<file path="config.mk">
export PLATFORM = sky130hd
export DESIGN_NAME = memory_controller
export DESIGN_NICKNAME = d
export VERILOG_FILES = /design/src/rtl/memory_controller.sv
export SDC_FILE = /design/constraint.sdc
export NUM_CORES = 1
export LEC_CHECK = 0
export BUFFER_PORTS_ARGS = -buffer_cell sky130_fd_sc_hd__clkbuf_2
export CORE_MARGIN = 3
export CORE_UTILIZATION = 50
export CTS_CLUSTER_SIZE = 14
export DETAILED_ROUTE_END_ITERATION = 10
export GPL_TIMING_DRIVEN = 0
export HOLD_SLACK_MARGIN = 0.08
export PLACE_DENSITY = 0.81
export REMOVE_ABC_BUFFERS = 1
export SLEW_MARGIN = 20
export SYNTH_ARGS = -nofsm -noshare
export SYNTH_HDL_FRONTEND = slang
export SYNTH_SLANG_ARGS = --single-unit
</file>
<file path="constraint.sdc">
create_clock -name clk_in -period 3.84 [get_ports clk_in]
set_clock_uncertainty 0.2 [all_clocks]
set_input_delay 0.384 -clock clk_in [delete_from_list [all_inputs] [get_ports clk_in]]
set_output_delay 0.384 -clock clk_in [all_outputs]
set_load 0.02 [all_outputs]
</file>
<file path="src/rtl/memory_controller.sv">
`default_nettype none
// ============================================================================
// Module   : memory_controller
// Brief    : Serialises one LSB load/store at a time onto the byte-wide RAM/IO
//            bus. Optional macro MC_IO_STALL_EN holds IO stores while
//            io_buffer_full is set.
// Revision : 1.0
// ============================================================================
`ifndef ADDR_TYPE
`define ADDR_TYPE 31:0
`endif
`ifndef DATA_TYPE
`define DATA_TYPE 31:0
`endif
`ifndef LEN_TYPE
`define LEN_TYPE 1:0
`endif
`ifndef OP_TYPE
`define OP_TYPE 1:0
`endif
`ifndef OP_STORE
`define OP_STORE 2'b01
`endif

module memory_controller (
    input  logic              clk_in,
    input  logic              rst_in,
    input  logic              rdy_in,
    input  logic              clr_in,
    input  logic              lsb_to_mc_ready,
    input  logic [`LEN_TYPE]  lsb_to_mc_len,
    input  logic [`OP_TYPE]   lsb_to_mc_opType,
    input  logic [`ADDR_TYPE] lsb_to_mc_addr,
    input  logic [`DATA_TYPE] lsb_to_mc_data,
    output logic              mc_to_lsb_valid,
    output logic              mc_to_lsb_ld_done,
    output logic              mc_to_lsb_st_done,
    output logic [`DATA_TYPE] mc_to_lsb_result,
    input  logic [7:0]        mem_din,
    output logic [7:0]        mem_dout,
    output logic [`ADDR_TYPE] mem_a,
    output logic              mem_wr,
    input  logic              io_buffer_full
);

    localparam logic [1:0] S_IDLE  = 2'd0;
    localparam logic [1:0] S_LOAD  = 2'd1;
    localparam logic [1:0] S_STORE = 2'd2;

    logic [1:0]  state_q,    state_d;
    logic [2:0]  k_q,        k_d;
    logic [1:0]  last_q,     last_d;
    logic [31:0] addr_q,     addr_d;
    logic [31:0] data_q,     data_d;
    logic        valid_q,    valid_d;
    logic        ld_done_q,  ld_done_d;
    logic        st_done_q,  st_done_d;
    logic        mem_wr_q,   mem_wr_d;
    logic [31:0] result_q,   result_d;
    logic [31:0] mem_a_q,    mem_a_d;
    logic [7:0]  mem_dout_q, mem_dout_d;

    logic [1:0]  w_req_last;
    logic        w_req_store;
    logic [1:0]  w_st_tgt;
    logic [1:0]  w_ld_idx;
    logic [2:0]  w_ld_end;
    logic        w_stall_new;
    logic        w_stall_cur;

    always_comb begin
        case (lsb_to_mc_len)
            2'b10:   w_req_last = 2'd1;
            2'b11:   w_req_last = 2'd3;
            default: w_req_last = 2'd0;
        endcase
    end

    assign w_req_store = (lsb_to_mc_opType == `OP_STORE);
    // Store target: advance past a byte that went out, retry one that stalled.
    assign w_st_tgt    = k_q[1:0] + {1'b0, mem_wr_q};
    // Load: k counts cycles in LOAD; the byte arriving now belongs to k-1.
    assign w_ld_idx    = k_q[1:0] - 2'd1;
    assign w_ld_end    = {1'b0, last_q} + 3'd1;

`ifdef MC_IO_STALL_EN
    assign w_stall_new = (lsb_to_mc_addr[17:16] == 2'b11) && io_buffer_full;
    assign w_stall_cur = (addr_q[17:16] == 2'b11) && io_buffer_full;
`else
    logic w_unused_io;
    assign w_unused_io = io_buffer_full;
    assign w_stall_new = 1'b0;
    assign w_stall_cur = 1'b0;
`endif

    always_comb begin
        state_d    = state_q;
        k_d        = k_q;
        last_d     = last_q;
        addr_d     = addr_q;
        data_d     = data_q;
        valid_d    = 1'b0;
        ld_done_d  = 1'b0;
        st_done_d  = 1'b0;
        mem_wr_d   = mem_wr_q;
        result_d   = result_q;
        mem_a_d    = mem_a_q;
        mem_dout_d = mem_dout_q;

        case (state_q)
            S_IDLE: begin
                mem_wr_d = 1'b0;
                if (lsb_to_mc_ready && !clr_in && !ld_done_q && !st_done_q) begin
                    addr_d  = lsb_to_mc_addr;
                    data_d  = lsb_to_mc_data;
                    last_d  = w_req_last;
                    valid_d = 1'b1;
                    mem_a_d = lsb_to_mc_addr;
                    k_d     = 3'd0;
                    if (w_req_store) begin
                        state_d    = S_STORE;
                        mem_dout_d = lsb_to_mc_data[7:0];
                        mem_wr_d   = !w_stall_new;
                    end else begin
                        state_d  = S_LOAD;
                        result_d = 32'd0;
                    end
                end
            end

            S_LOAD: begin
                mem_wr_d = 1'b0;
                if (clr_in) begin
                    state_d = S_IDLE;
                end else begin
                    if (k_q != 3'd0) begin
                        result_d[{w_ld_idx, 3'b000} +: 8] = mem_din;
                    end
                    if (k_q == w_ld_end) begin
                        ld_done_d = 1'b1;
                        state_d   = S_IDLE;
                    end else begin
                        k_d = k_q + 3'd1;
                        if (k_q < {1'b0, last_q}) begin
                            mem_a_d = addr_q + {29'd0, k_q} + 32'd1;
                        end
                    end
                end
            end

            S_STORE: begin
                // clr_in is deliberately not looked at: a committed store always finishes.
                if (mem_wr_q && (k_q[1:0] == last_q)) begin
                    st_done_d = 1'b1;
                    mem_wr_d  = 1'b0;
                    state_d   = S_IDLE;
                end else begin
                    k_d        = {1'b0, w_st_tgt};
                    mem_a_d    = addr_q + {30'd0, w_st_tgt};
                    mem_dout_d = data_q[{w_st_tgt, 3'b000} +: 8];
                    mem_wr_d   = !w_stall_cur;
                end
            end

            default: begin
                state_d  = S_IDLE;
                mem_wr_d = 1'b0;
            end
        endcase
    end

    always_ff @(posedge clk_in) begin
        if (rst_in) begin
            state_q    <= S_IDLE;
            k_q        <= 3'd0;
            last_q     <= 2'd0;
            addr_q     <= 32'd0;
            data_q     <= 32'd0;
            valid_q    <= 1'b0;
            ld_done_q  <= 1'b0;
            st_done_q  <= 1'b0;
            mem_wr_q   <= 1'b0;
            result_q   <= 32'd0;
            mem_a_q    <= 32'd0;
            mem_dout_q <= 8'd0;
        end else if (rdy_in) begin
            state_q    <= state_d;
            k_q        <= k_d;
            last_q     <= last_d;
            addr_q     <= addr_d;
            data_q     <= data_d;
            valid_q    <= valid_d;
            ld_done_q  <= ld_done_d;
            st_done_q  <= st_done_d;
            mem_wr_q   <= mem_wr_d;
            result_q   <= result_d;
            mem_a_q    <= mem_a_d;
            mem_dout_q <= mem_dout_d;
        end
    end

    assign mc_to_lsb_valid   = valid_q;
    assign mc_to_lsb_ld_done = ld_done_q;
    assign mc_to_lsb_st_done = st_done_q;
    assign mc_to_lsb_result  = result_q;
    assign mem_a             = mem_a_q;
    assign mem_dout          = mem_dout_q;
    assign mem_wr            = mem_wr_q;

endmodule

`default_nettype wire
</file>
Word level (Yosys, flattened, before mapping)
Index checks and enable logic that the tools add are counted.
{"block": "word_totals", "reg_bits": 147, "inputBits": 82, "out_inout_bits": 76, "word_cells": 98}
{"block": "classes", "add_sub_neg": 8, "magnitude_cmp": 1, "n_eq_ne": 17, "shifts": 3, "mux": 39, "reduce_logical": 18}
{"operator": "$mux W32", "count": 9}
{"operator": "$pmux W32 S3", "count": 1}
{"operator": "$pmux W32 S2", "count": 1}
{"operator": "$add A32 B1 Y32 const B", "count": 1}
{"operator": "$add A32 B2 Y32", "count": 1}
{"operator": "$add A32 B3 Y32", "count": 1}
{"operator": "$bwmux W32", "count": 1}
{"operator": "$shift A8 B7 Y32 const A", "count": 1}
{"operator": "$shiftx A32 B6 Y8", "count": 1}
{"operator": "$shiftx A8 B7 Y32", "count": 1}
{"operator": "$mux W8", "count": 3}
{"operator": "$ne A2 B2 Y1 const B", "count": 9}
{"operator": "$pmux W8 S2", "count": 1}
{"operator": "$mux W3", "count": 4}
{"operator": "$reduce_and A6 Y1", "count": 2}
{"operator": "$mux W1", "count": 10}
{"operator": "$mux W2", "count": 5}
{"operator": "$pmux W3 S3", "count": 1}
{"operator": "$neg A5 Y7", "count": 1}
{"operator": "$reduce_and A7 Y1", "count": 1}
{"operator": "$eq A2 B2 Y1 const B", "count": 3}
{"operator": "$pmux W2 S3", "count": 1}
{"operator": "$reduce_bool A3 Y1", "count": 2}
{"operator": "$reduce_and A5 Y1", "count": 1}
{"operator": "other kinds (17)", "count": 24}

Longest topological paths before layout
Gate-level depths: netlist of the first run.
{"block": "logic_depth", "depth_word": 7, "depth_mapped": 10, "depth_no_buf": 10}

Worst setup path before layout of the first run
OpenSTA, ideal clock, no wires.
{"block": "synth_timing", "kind": "reg-to-reg", "from": "register mem_wr_q, in the netlist mem_wr", "to": "register mem_a_q[30], in the netlist mem_a[30]", "setup_ns": 0.101, "arrival_time_ns": 2.964, "t_required_ns": 3.539, "slack_ns": 0.575, "stages_incl_launch_ff": 11, "path_buffers": 0, "synth_period_minus_slack_ns": 3.265, "path_cell_list": "dfxtp_1 -> ha_1 -> xor2_1 -> inv_1 -> fa_1 -> nor2b_1 -> nand4_1 -> nor3_1 -> xor2_1 -> a221oi_1 -> o41ai_1"}
{"block": "synth_via", "elab_chain_cells": 4, "elab_cells_between_ends": 7, "cone_classes": "2 x add/sub; 1 x eq/ne; 2 x mux; 2 x reduce/logical"}
{"element": "from (decl)", "line_no": "58", "text": "logic mem_wr_q, mem_wr_d;"}
{"element": "from (signal assigned)", "line_no": "195", "text": "mem_wr_q <= mem_wr_d;"}
{"element": "$add A2 B1 Y2", "line_no": "81", "text": "assign w_st_tgt = k_q[1:0] + {1'b0, mem_wr_q};"}
{"element": "$add A32 B2 Y32", "line_no": "159", "text": "mem_a_d = addr_q + {30'd0, w_st_tgt};"}
{"element": "$mux W32", "line_no": "153", "text": "if (mem_wr_q && (k_q[1:0] == last_q)) begin"}
{"element": "$pmux W32 S3", "line_no": "110", "text": "case (state_q)"}
{"element": "to (signal assigned)", "line_no": "197", "text": "mem_a_q <= mem_a_d;"}
{"element": "to (decl)", "line_no": "60", "text": "logic [31:0] mem_a_q, mem_a_d;"}
Several ways; a longest one is shown, not always the timed one. The select of a mux whose other input is x is not followed.
A chain may end at the register's enable or synchronous reset.

Worst setup path in the final report of the first run
{"block": "layout_timing", "from": "register k_q[0]", "to": "register mem_a_q[27], in the netlist mem_a[27]"}
{"block": "layout_via", "elab_chain_cells": 6, "elab_cells_between_ends": 17, "cone_classes": "4 x add/sub; 1 x order compare; 5 x eq/ne; 5 x mux; 2 x reduce/logical"}
{"element": "from (decl)", "line_no": "51", "text": "logic [2:0] k_q, k_d;"}
{"element": "from (signal assigned)", "line_no": "188", "text": "k_q <= k_d;"}
{"element": "$add A32 B3 Y32", "line_no": "145", "text": "mem_a_d = addr_q + {29'd0, k_q} + 32'd1;"}
{"element": "$add A32 B1 Y32", "line_no": "145"}
{"element": "$mux W32", "line_no": "144", "text": "if (k_q < {1'b0, last_q}) begin"}
{"element": "$mux W32", "line_no": "139", "text": "if (k_q == w_ld_end) begin"}
{"element": "$mux W32", "line_no": "133", "text": "if (clr_in) begin"}
{"element": "$pmux W32 S3", "line_no": "110"}
Several ways; a longest one is shown, not always the timed one. The select of a mux whose other input is x is not followed.

==> results.md, run 1 <==
- DRC viols: 0
- Crit path max fanout: 33
- Synth top area share: 0.388
- Vias/cell: 6.02
- Via count: 8000
- Final WL: 23600 um
- Post-route ant nets: 0
- CP Class: reg -> reg
- RR Startpoint: k_q[0]$_SDFFE_PP0P_
- Top cells by count, synth: nand2_1 (172), dfxtp_1 (147), a21oi_1 (116)
- Cells after Synth: 956
- Clock-pin transition on the worst setup and hold timing paths: 0.06 ns
- Mean post-synth cell area: 7.93 um^2
- Vias in the first global route: 7681
- Reg2reg path depth: 7
- Final Core Density: 0.670
- Antenna Cells: 0
- 1st-iter DRT viols: 814
- Number of buffers created by CTS: 17
- Final Hold Vio Count: 0
- Outcome: complete, no violations
- Synthesized flop and latch total: 147
- Top Ports: 158
- Clk_lat worst skew: 0.43 ns
- Overflow left after global routing: 0
- Pre-Repair DR Iteration Count: 6
- Post-synth top area cell: dfxtp_1
- Rel. slew slack: 0.272
- Max clock buf depth: 2
- Fmax: 282 MHz
- FF-to-FF setup slack: 0.29 ns
- WHS Path Cells: 2
- First-pass GRT wire length: 37700 um
- Final worst path period share: 0.924
- Largest cells by area after synthesis: dfxtp_1 (39%), nand2_1 (8.5%), a21oi_1 (7.7%)
- WP data arrival: 3.64 ns
- Main synth FF type: dfxtp_1
- Mapped cell area: 7580 um^2
- Detail Placement HPWL: 14400 um
- Net count, final: 1236
- CORE AREA: 14700 um^2
- Endpoints failing setup: 0
- Startpoint class of the critical path: flop
- TritonCTS clock tree: done
- P&R area growth vs syn: 29.9%
- Syn. warnings: 0
- Avg WL per Cell: 17.7 um
- Share of cells above drive strength 1: 0.194
- Critical Path RT: 3.94 ns
- H-tree Lvls: 4
- Sequential area share after synthesis: 0.388
- Count leader, synth: nand2_1
- Die Footprint: 16700 um^2
- Clock Sinks: 147
- Die Wd: 129 um
- Largest net degree at the start of global routing: 108
- Initial Util: 0.516
- Static Leakage: 3.86 nW
- Hold path start: rdy_in
- PortBufs: 156
- Synth async-reset ratio: 0
- Worst slew pin tran: 1.09 ns
- Hold Path Sink: mem_wr$_SDFFE_PP0P_
- Hold Crit Class: in -> reg
- Max-cap violation count: 0
- Root Driver: clkbuf_16
- RSZ-0062 raised after global routing: no
- Min cycle time layout: 3.55 ns
- Post-synth EDFFs: 0
- PD cells: 400 nW/um^2
- Post-synthesis cell type count: 68
- Peak VDD IR: 0.272 mV
- Tot Pwr: 3.94 mW
- Element type at the critical path end: flop
- Final Max Tran Viols: 0
- Worst reg2reg endpoint: mem_a[27]$_SDFFE_PP0P_
- Die height: 129 um
- Initial antenna violation count: 0
- GPL Wtd Cong: 0.906
- Total GRT Usage: 0.278
- Rows: 44
[metrics by stage]
stage | instances | area, um^2 | hold WS, ns | worst slack (ns) | TNS [ns]
after floorplan | 880 | 7290 | 0.227 | 0.532 | 0
after global placement | 1220 | 8300 | 0.240 | -0.892 | -25.18
after detailed placement | 1223 | 8430 | 0.245 | -0.0251 | -0.0251
after CTS | 1328 | 9800 | 0.0936 | 0.0570 | 0
after global routing | 1330 | 9850 | 0.125 | 0.141 | 0
final | 1330 | 9850 | 0.107 | 0.294 | 0
[worst max-delay path, stage by stage (launching register included)]
cell and delay (ns):
dfxtp_1 0.53, inv_1 0.22, ha_1 0.36, o31ai_1 0.14, o41ai_1 0.75, nand2_4 0.46, a2111oi_1 0.69, nor4_2 0.06
[where the power goes]
part	leakage [nW]	total (mW)	internal (mW)	switching, mW
clock network	0.306	1.78	1.10	0.676
registers	1.19	1.63	1.58	0.0477
logic	2.36	0.531	0.213	0.318
[how the worst max path moves through the flow]
stage                                  startpoint                      to  slack (ns)  cells after the start
after floorplan               mem_wr$_SDFFE_PP0P_  mem_a[30]$_SDFFE_PP0P_        0.53                     10
after detailed placement      k_q[0]$_SDFFE_PP0P_  mem_a[30]$_SDFFE_PP0P_       -0.03                     10
final                         k_q[0]$_SDFFE_PP0P_  mem_a[27]$_SDFFE_PP0P_        0.29                      7
after global placement    state_q[0]$_SDFFE_PP0P_  mem_a[27]$_SDFFE_PP0P_       -0.89                      8
after CTS                 state_q[0]$_SDFFE_PP0P_  mem_a[27]$_SDFFE_PP0P_        0.06                      8
after global routing          k_q[0]$_SDFFE_PP0P_  mem_a[27]$_SDFFE_PP0P_        0.14                      7
[layout make-up]
class                           instances  area, um^2
Inverter                               22        86.3
Multi-Input combinational cell        711        4340
Fill cell                            1200        4850
Timing Repair Buffer                  235        1630
Tap cell                              184         230
Clock inverter                         13         183
Sequential cell                       147        2940
Clock buffer                           18         439
[sequential cells by signal, summed over array words and instances, names as in the netlist]
signal	flops
addr_q	32
data_q	32
k_q	3
last_q	2
mc_to_lsb_ld_done	1
mc_to_lsb_result	32
mc_to_lsb_st_done	1
mc_to_lsb_valid	1
mem_a	32
mem_dout	8
mem_wr	1
state_q	2
[kinds of logic (layout without fill, tap and decap cells)]
| kind of cell | count (synthesis) | in the layout | synth area share |
|---|---|---|---|
| compound gates | 266 | 266 | 0.229 |
| xor+xnor | 20 | 20 | 0.0231 |
| flops | 147 | 147 | 0.388 |
| mux | 19 | 19 | 0.0383 |
| simple gates | 386 | 386 | 0.237 |
| buf+inv | 98 | 288 | 0.0500 |
| fa+ha+maj | 20 | 20 | 0.0350 |
[cells in the final DEF (no fill, tap or decap), types with 5 or more instances in the layout]
cell             n
o21ai_1          5
mux4_2           8
ha_1            15
nand2_1        171
o21ai_0         19
nor3_1          14
nor2b_1         13
o211a_1          6
o221ai_1         9
mux2i_1         11
dlygate4sd3_1   74
a31oi_1          7
nor4_1          10
clkbuf_2       155
and4_1           7
and2_1          10
and3_1           5
o211ai_1         8
nand3_1         31
a221oi_1         9
inv_1           21
a22oi_1         28
o41ai_1          7
clkbuf_16       17
a211oi_1        10
xor2_1          13
a21oi_1        116
nor2_1          81
nand4_1         16
xnor2_1          6
dfxtp_1        147
[what timing repair did]
action / CTS / global route
endpoints found under the setup margin: 2 / 8
setup buffers: 0 / 1
gates resized for setup: 1 / 6
hold endpoints to repair: 80 / 0
hold buffers: 74 / 0
[metal layers]
| layer | vias up | GRT usage | share of wire |
|---|---|---|---|
| met2 | 411 | 0.462 | 0.48 |
| li1 | 3788 | - | - |
| met3 | 63 | 0.0643 | 0.083 |
| met1 | 3738 | 0.346 | 0.41 |
| met4 | 0 | 0.125 | 0.028 |
| met5 | - | 0 | 0 |
(Power assumes the default switching activity.)
==> run 2, diff against run 1 <==
Settings changed: ABC_AREA set to 1, PLACE_DENSITY 0.81 to 0.8.
==> run 2 against run 1 <==
Compared with the run above:
- global-route usage decreased by 1.2 points
- non-clock buffer count down 1
- clock power fell by 9.6%
==> results.md, run 2 <==
- Outcome: complete, no violations
- WP data arrival: 3.57 ns
- Antenna Cells: 0
- Fmax: 287 MHz
- Rel. slew slack: 0.390
- Max-cap violation count: 0
- Die height: 134 um
- Post-synth top area cell: dfxtp_1
- P&R area growth vs syn: 25.4%
- CORE AREA: 16000 um^2
- Final Hold Vio Count: 0
- Number of buffers created by CTS: 17
- Top Ports: 158
- Main synth FF type: dfxtp_1
- Hold Crit Class: in -> reg
- Rows: 46
- Root Driver: clkbuf_16
- Fillers: 1474
- Critical Path RT: 3.92 ns
- Endpoints failing setup: 0
- Pre-CTS setup slack: 0.166 ns
- Count leader, synth: nand2_1
- Vias/cell: 5.46
- Final Core Density: 0.645
- Most frequent cells in the layout: nand2_1 (274), nor2_1 (176), clkbuf_2 (155), dfxtp_1 (147), a21oi_1 (131)
- Initial antenna violation count: 0
- PD cells: 429 nW/um^2
- H-tree Lvls: 4
- Critical Path, Cell by Cell: ha_2 -> xnor2_2 -> inv_1 -> ha_1 -> nand3_1 -> nand2_1 -> nand2_1 -> nor2_1 -> nand2_1 -> nand3_1 -> nand3_1 -> nand2_1 -> a21oi_1
- Static Leakage: 4.36 nW
- Worst slew pin tran: 0.912 ns
- Cell Count Post-Placement: 1568
- Final Max Tran Viols: 0
- Detail Placement HPWL: 16100 um
- Clock-pin transition on the worst setup and hold timing paths: 0.06 ns
- FF-to-FF setup slack: 0.35 ns
- Synthesized flop and latch total: 147
- Initial Util: 0.514
- Post-synthesis cell type count: 36
- RSZ-0062 raised after global routing: no
- Top cells by count, synth: nand2_1 (274), nor2_1 (177), dfxtp_1 (147)
- Sequential area share after synthesis: 0.358
- Total GRT Usage: 0.267
- Clock Sinks: 147
- Die Footprint: 18000 um^2
- Crit path max fanout: 11
- Max clock buf depth: 2
- GPL Wtd Cong: 0.935
- PortBufs: 156
- DRC viols: 0
- Vias in the first global route: 8350
- CP Class: reg -> reg
- Mapped cell area: 8230 um^2
- Pre-Repair DR Iteration Count: 6
- Net count, final: 1548
- Post-synth EDFFs: 0
- Largest cells by area after synthesis: dfxtp_1 (36%), nand2_1 (13%), nor2_1 (8.1%)
- Largest net degree at the start of global routing: 87
- Peak VDD IR: 0.339 mV
- First-pass GRT wire length: 39900 um
- Commonest non-fill, non-tap cell in the layout: nand2_1
- Post-route ant nets: 0
- Overflow left after global routing: 0
- Share of cells above drive strength 1: 0.156
- Final WL: 24800 um
- Syn. warnings: 0
- Synth top area share: 0.358
- Crit path max-delay cell type: xnor2_2
- Synth async-reset ratio: 0
- Final worst setup slack: 0.353 ns
- Most used cell, CP: nand2_1
- CP max stage delay: 0.59 ns
- Fin cells: 1675
- Cells after Synth: 1252
- Post-CTS Setup Inserts: 0
- Die Wd: 134 um
- Mean post-synth cell area: 6.57 um^2
- TritonCTS clock tree: done
- 1st-iter DRT viols: 775
- Clk_lat worst skew: 0.43 ns
- Startpoint class of the critical path: flop
- Via count: 9147
- Element type at the critical path end: flop
- Final worst path period share: 0.908
- Avg WL per Cell: 14.8 um
- Min cycle time layout: 3.49 ns
[run 2: changes by cell type after synthesis, moves of 11 or more]
cell,before,now
a21oi_1,116,131
a22oi_1,28,0
and2_1,11,0
clkbuf_1,64,30
inv_1,22,105
mux2i_1,11,0
nand2_1,172,274
nand3_1,32,116
nand4_1,16,29
nor2_1,81,177
nor2b_1,13,0
nor4_1,12,0
o21ai_0,19,127
xor2_1,14,2
[run 2: per-layer routing]
layer | vias to the layer above | global-route usage | routed length (um)
met1 | 4231 | 0.334 | 10400
met5 | - | 0 | 0
met4 | 0 | 0.0939 | 509
met2 | 329 | 0.457 | 12400
li1 | 4544 | - | -
met3 | 43 | 0.0544 | 1550
[run 2: critical path, delay by kind of cell, from the launching register on]
family / cells / cell delay (ns)
AOI/OAI and AO/OA: 1 / 0.06
buffers and inverters: 1 / 0.40
xor gates and xnor gates: 1 / 0.59
and+or+nand+nor: 8 / 1.06
adders and majority gates: 2 / 0.62
DFF: 1 / 0.39
[run 2: kinds of logic (layout without fill, tap and decap cells)]
family,count (synthesis),after routing,synth area share
flip-flops,147,147,0.358
AO/OA/AOI/OAI,285,285,0.179
AND/OR/NAND/NOR,629,629,0.332
adder cells (fa/ha/maj),20,20,0.0322
XOR/XNOR,4,4,0.00426
buffers and inverters,167,374,0.0944
[run 2: worst paths after layout]
| path | start | end | cells after the start |
|---|---|---|---|
| setup / recovery | k_q[0]$_SDFFE_PP0P_ | mem_a[13]$_SDFFE_PP0P_ | 13 |
| hold / removal | lsb_to_mc_addr[15] | addr_q[15]$_SDFFE_PP0P_ | 3 |
| setup reg to reg | k_q[0]$_SDFFE_PP0P_ | mem_a[13]$_SDFFE_PP0P_ | 13 |
| hold reg to reg | data_q[5]$_SDFFE_PP0P_ | data_q[5]$_SDFFE_PP0P_ | 2 |
[run 2: through the flow]
stage | area, um^2 | TNS (ns) | hold slack, ns | power, mW
finish | 10300 | 0 | 0.0930 | 4.43
global route | 10300 | 0 | 0.122 | 4.64
CTS | 10300 | 0 | 0.0803 | 4.42
detailed placement | 8990 | 0 | 0.239 | 2.77
global placement | 8910 | -7.42 | 0.235 | 2.73
floorplan | 7860 | 0 | 0.226 | 2.40
[run 2: final cells by class]
class / count / area, um^2 / area share
Timing Repair Buffer: 234 / 1590 / 0.154
Clock inverter: 15 / 138 / 0.0133
Multi-Input combinational cell: 938 / 4540 / 0.440
Inverter: 108 / 410 / 0.0398
Tap cell: 216 / 270 / 0.0262
Clock buffer: 17 / 425 / 0.0412
Sequential cell: 147 / 2940 / 0.285
[run 2: timing repair]
| action | 4_1_cts | 5_1_grt |
|---|---|---|
| hold endpoints to repair | 79 | 0 |
| hold buffers | 74 | 0 |
| gates resized for setup | 0 | 1 |
| setup endpoints to repair | 0 | 9 |
[run 2: report_power, final]
group	internal, mW	switching (mW)
logic	0.370	0.727
clock network	0.859	0.751
registers	1.64	0.0833
==> run 3, diff against run 2 <==
Settings changed: CORE_UTILIZATION 50 to 45, PLACE_DENSITY 0.8 to 0.74.
==> run 3 against run 2 <==
Compared with the run above:
- core utilization down 5.8 points
- non-clock buffer count down 5
- global-route usage down 2.1 points
- hold slack worse by 0.0038 ns
- via count down 2.5%
- wire length down 1.1%
- flip-flop and latch count unchanged
- fmax down 2.1%
- cell count up 0.24%
- clock power up 9%
- worst setup slack worse by 0.073 ns
- sequential share of layout area about the same
==> results.md, run 3 (synthesis gave the netlist of run 2 again) <==
- Tot Pwr: 4.55 mW
- Antenna Cells: 0
- Routed wl met2: 12300 um
- PortBufs: 156
- Final worst path period share: 0.927
- Top Ports: 158
- 1st-iter DRT viols: 533
- CP Class: reg -> reg
- Post-route ant nets: 0
- Overflow left after global routing: 0
- RSZ-0062 raised after global routing: no
- Final Hold Vio Count: 0
- Clock network power share: 0.385
- Net Switching: 1.54 mW
- Die Wd: 141 um
- Root Driver: clkbuf_16
- Clock Sinks: 147
- Final WL: 24600 um
- Crit-path leading delay family: simple AND/OR/NAND/NOR gates
- CP max stage delay: 0.61 ns
- DRC viols: 0
- Met3 WL post-DR: 1490 um
- TritonCTS clock tree: done
- WHS Path Cells: 3
- GPL Wtd Cong: 0.919
- Peak VDD IR: 0.322 mV
- Most frequent cells in the layout: nand2_1 (274), nor2_1 (176), clkbuf_2 (155), dfxtp_1 (147), a21oi_1 (131)
- Element type at the critical path end: flop
- Die Footprint: 19900 um^2
- Buf+Inv Stages, Crit Path: 1
- Detail Placement HPWL: 16300 um
- P&R area growth vs syn: 25.6%
- Min cycle time layout: 3.56 ns
- Hold Crit Class: in -> reg
- Fmax: 281 MHz
- Rel. slew slack: 0.352
- Initial antenna violation count: 0
- Total GRT Usage: 0.245
- Post-CTS Setup Inserts: 0
- Commonest non-fill, non-tap cell in the layout: nand2_1
- Net count, final: 1543
- First-pass GRT wire length: 40400 um
- Clock-pin transition on the worst setup and hold timing paths: 0.06 ns
- Final worst setup slack: 0.279 ns
- Pre-CTS setup slack: 0.151 ns
- Cell area after layout: 10300 um^2
- Highest Signal Layer: met4
- Rows: 48
- Vias/cell: 5.31
- Endpoints failing setup: 0
- Startpoint class of the critical path: flop
- Die height: 141 um
- P_int: 3.01 mW
- Flop pwr share: 0.379
- PD cells: 440 nW/um^2
- Initial Util: 0.468
- Fin cells: 1679
- Vias in the first global route: 8453
- H-tree Lvls: 4
- Share of cells above drive strength 1: 0.156
- Number of buffers created by CTS: 17
- Final Max Tran Viols: 0
- Critical Path, Cell by Cell: ha_2 -> xnor2_2 -> inv_1 -> ha_1 -> nand3_1 -> nand2_1 -> nand2_1 -> nor2_1 -> nand3_1 -> nand3_1 -> nand3_1 -> nand2_1 -> a21oi_1
- Comb pwr share: 0.237
- Crit. path cell count: 13
- Most used cell, CP: nand3_1
- CORE AREA: 17600 um^2
- DP Area: 9000 um^2
- Static Leakage: 4.36 nW
- Cell Count Post-Placement: 1576
- Outcome: complete, no violations
- Crit path max fanout: 11
- Crit path max-delay cell type: xnor2_2
- Clk_lat worst skew: 0.43 ns
- Max clock buf depth: 2
- WP data arrival: 3.63 ns
- Pre-Repair DR Iteration Count: 7
- Sw Share: 0.338
- Largest net degree at the start of global routing: 87
- Max-cap violation count: 0
- WL met1: 10300 um
- Worst slew pin tran: 0.969 ns
- Avg WL per Cell: 14.6 um
- Critical Path RT: 3.91 ns
- Final Core Density: 0.587
- Reg2reg path depth: 13
- Via count: 8915
run 3: path summary, 6_finish.rpt:
kind	slack (ns)	startpoint	end
setup / recovery	0.28	k_q[0]$_SDFFE_PP0P_	mem_a[21]$_SDFFE_PP0P_
setup reg to reg	0.28	k_q[0]$_SDFFE_PP0P_	mem_a[21]$_SDFFE_PP0P_
hold / removal	0.09	lsb_to_mc_addr[24]	addr_q[24]$_SDFFE_PP0P_
hold reg to reg	0.25	data_q[5]$_SDFFE_PP0P_	data_q[5]$_SDFFE_PP0P_
run 3: layer usage:
metal,GRT usage,vias to the layer above
li1,-,4535
met1,0.297,4053
met2,0.434,287
met3,0.0502,40
met4,0.0806,0
met5,0,-
run 3: layout make-up:
type	count	area, um^2
Fill cell	1714	7260
Timing Repair Buffer	229	1540
Tap cell	225	282
Inverter	108	410
Clock buffer	18	439
Multi-Input combinational cell	938	4550
Sequential cell	147	2940
Clock inverter	14	181
run 3: power groups by stage:
stage | Sequential [mW] | Combinational, mW | Clock [mW]
final | 1.72 | 1.08 | 1.75
after global routing | 1.74 | 1.20 | 1.85
after CTS | 1.72 | 1.07 | 1.78
after detailed placement | 1.75 | 1.01 | 0
after global placement | 1.75 | 0.989 | 0
after floorplan | 1.81 | 0.584 | 0
run 3: repair_timing:
action / CTS / global route
setup endpoints to repair: 0 / 11
hold endpoints to repair: 76 / 0
resized for setup: 0 / 1
hold buffers: 70 / 0
run 3: stage by stage:
step	setup TNS [ns]	hold slack [ns]
after global placement	-10.52	0.235
final	0	0.0893
after detailed placement	0	0.241
after floorplan	0	0.226
after global routing	0	0.105
after CTS	0	0.0831
run 3: worst register-to-register path: stages, from the launching register on:
cell     delay (ns)
dfxtp_1        0.40
ha_2           0.23
xnor2_2        0.61
inv_1          0.39
ha_1           0.39
nand3_1        0.07
nand2_1        0.17
nand2_1        0.16
nor2_1         0.29
nand3_1        0.13
nand3_1        0.12
nand3_1        0.09
nand2_1        0.10
a21oi_1        0.05
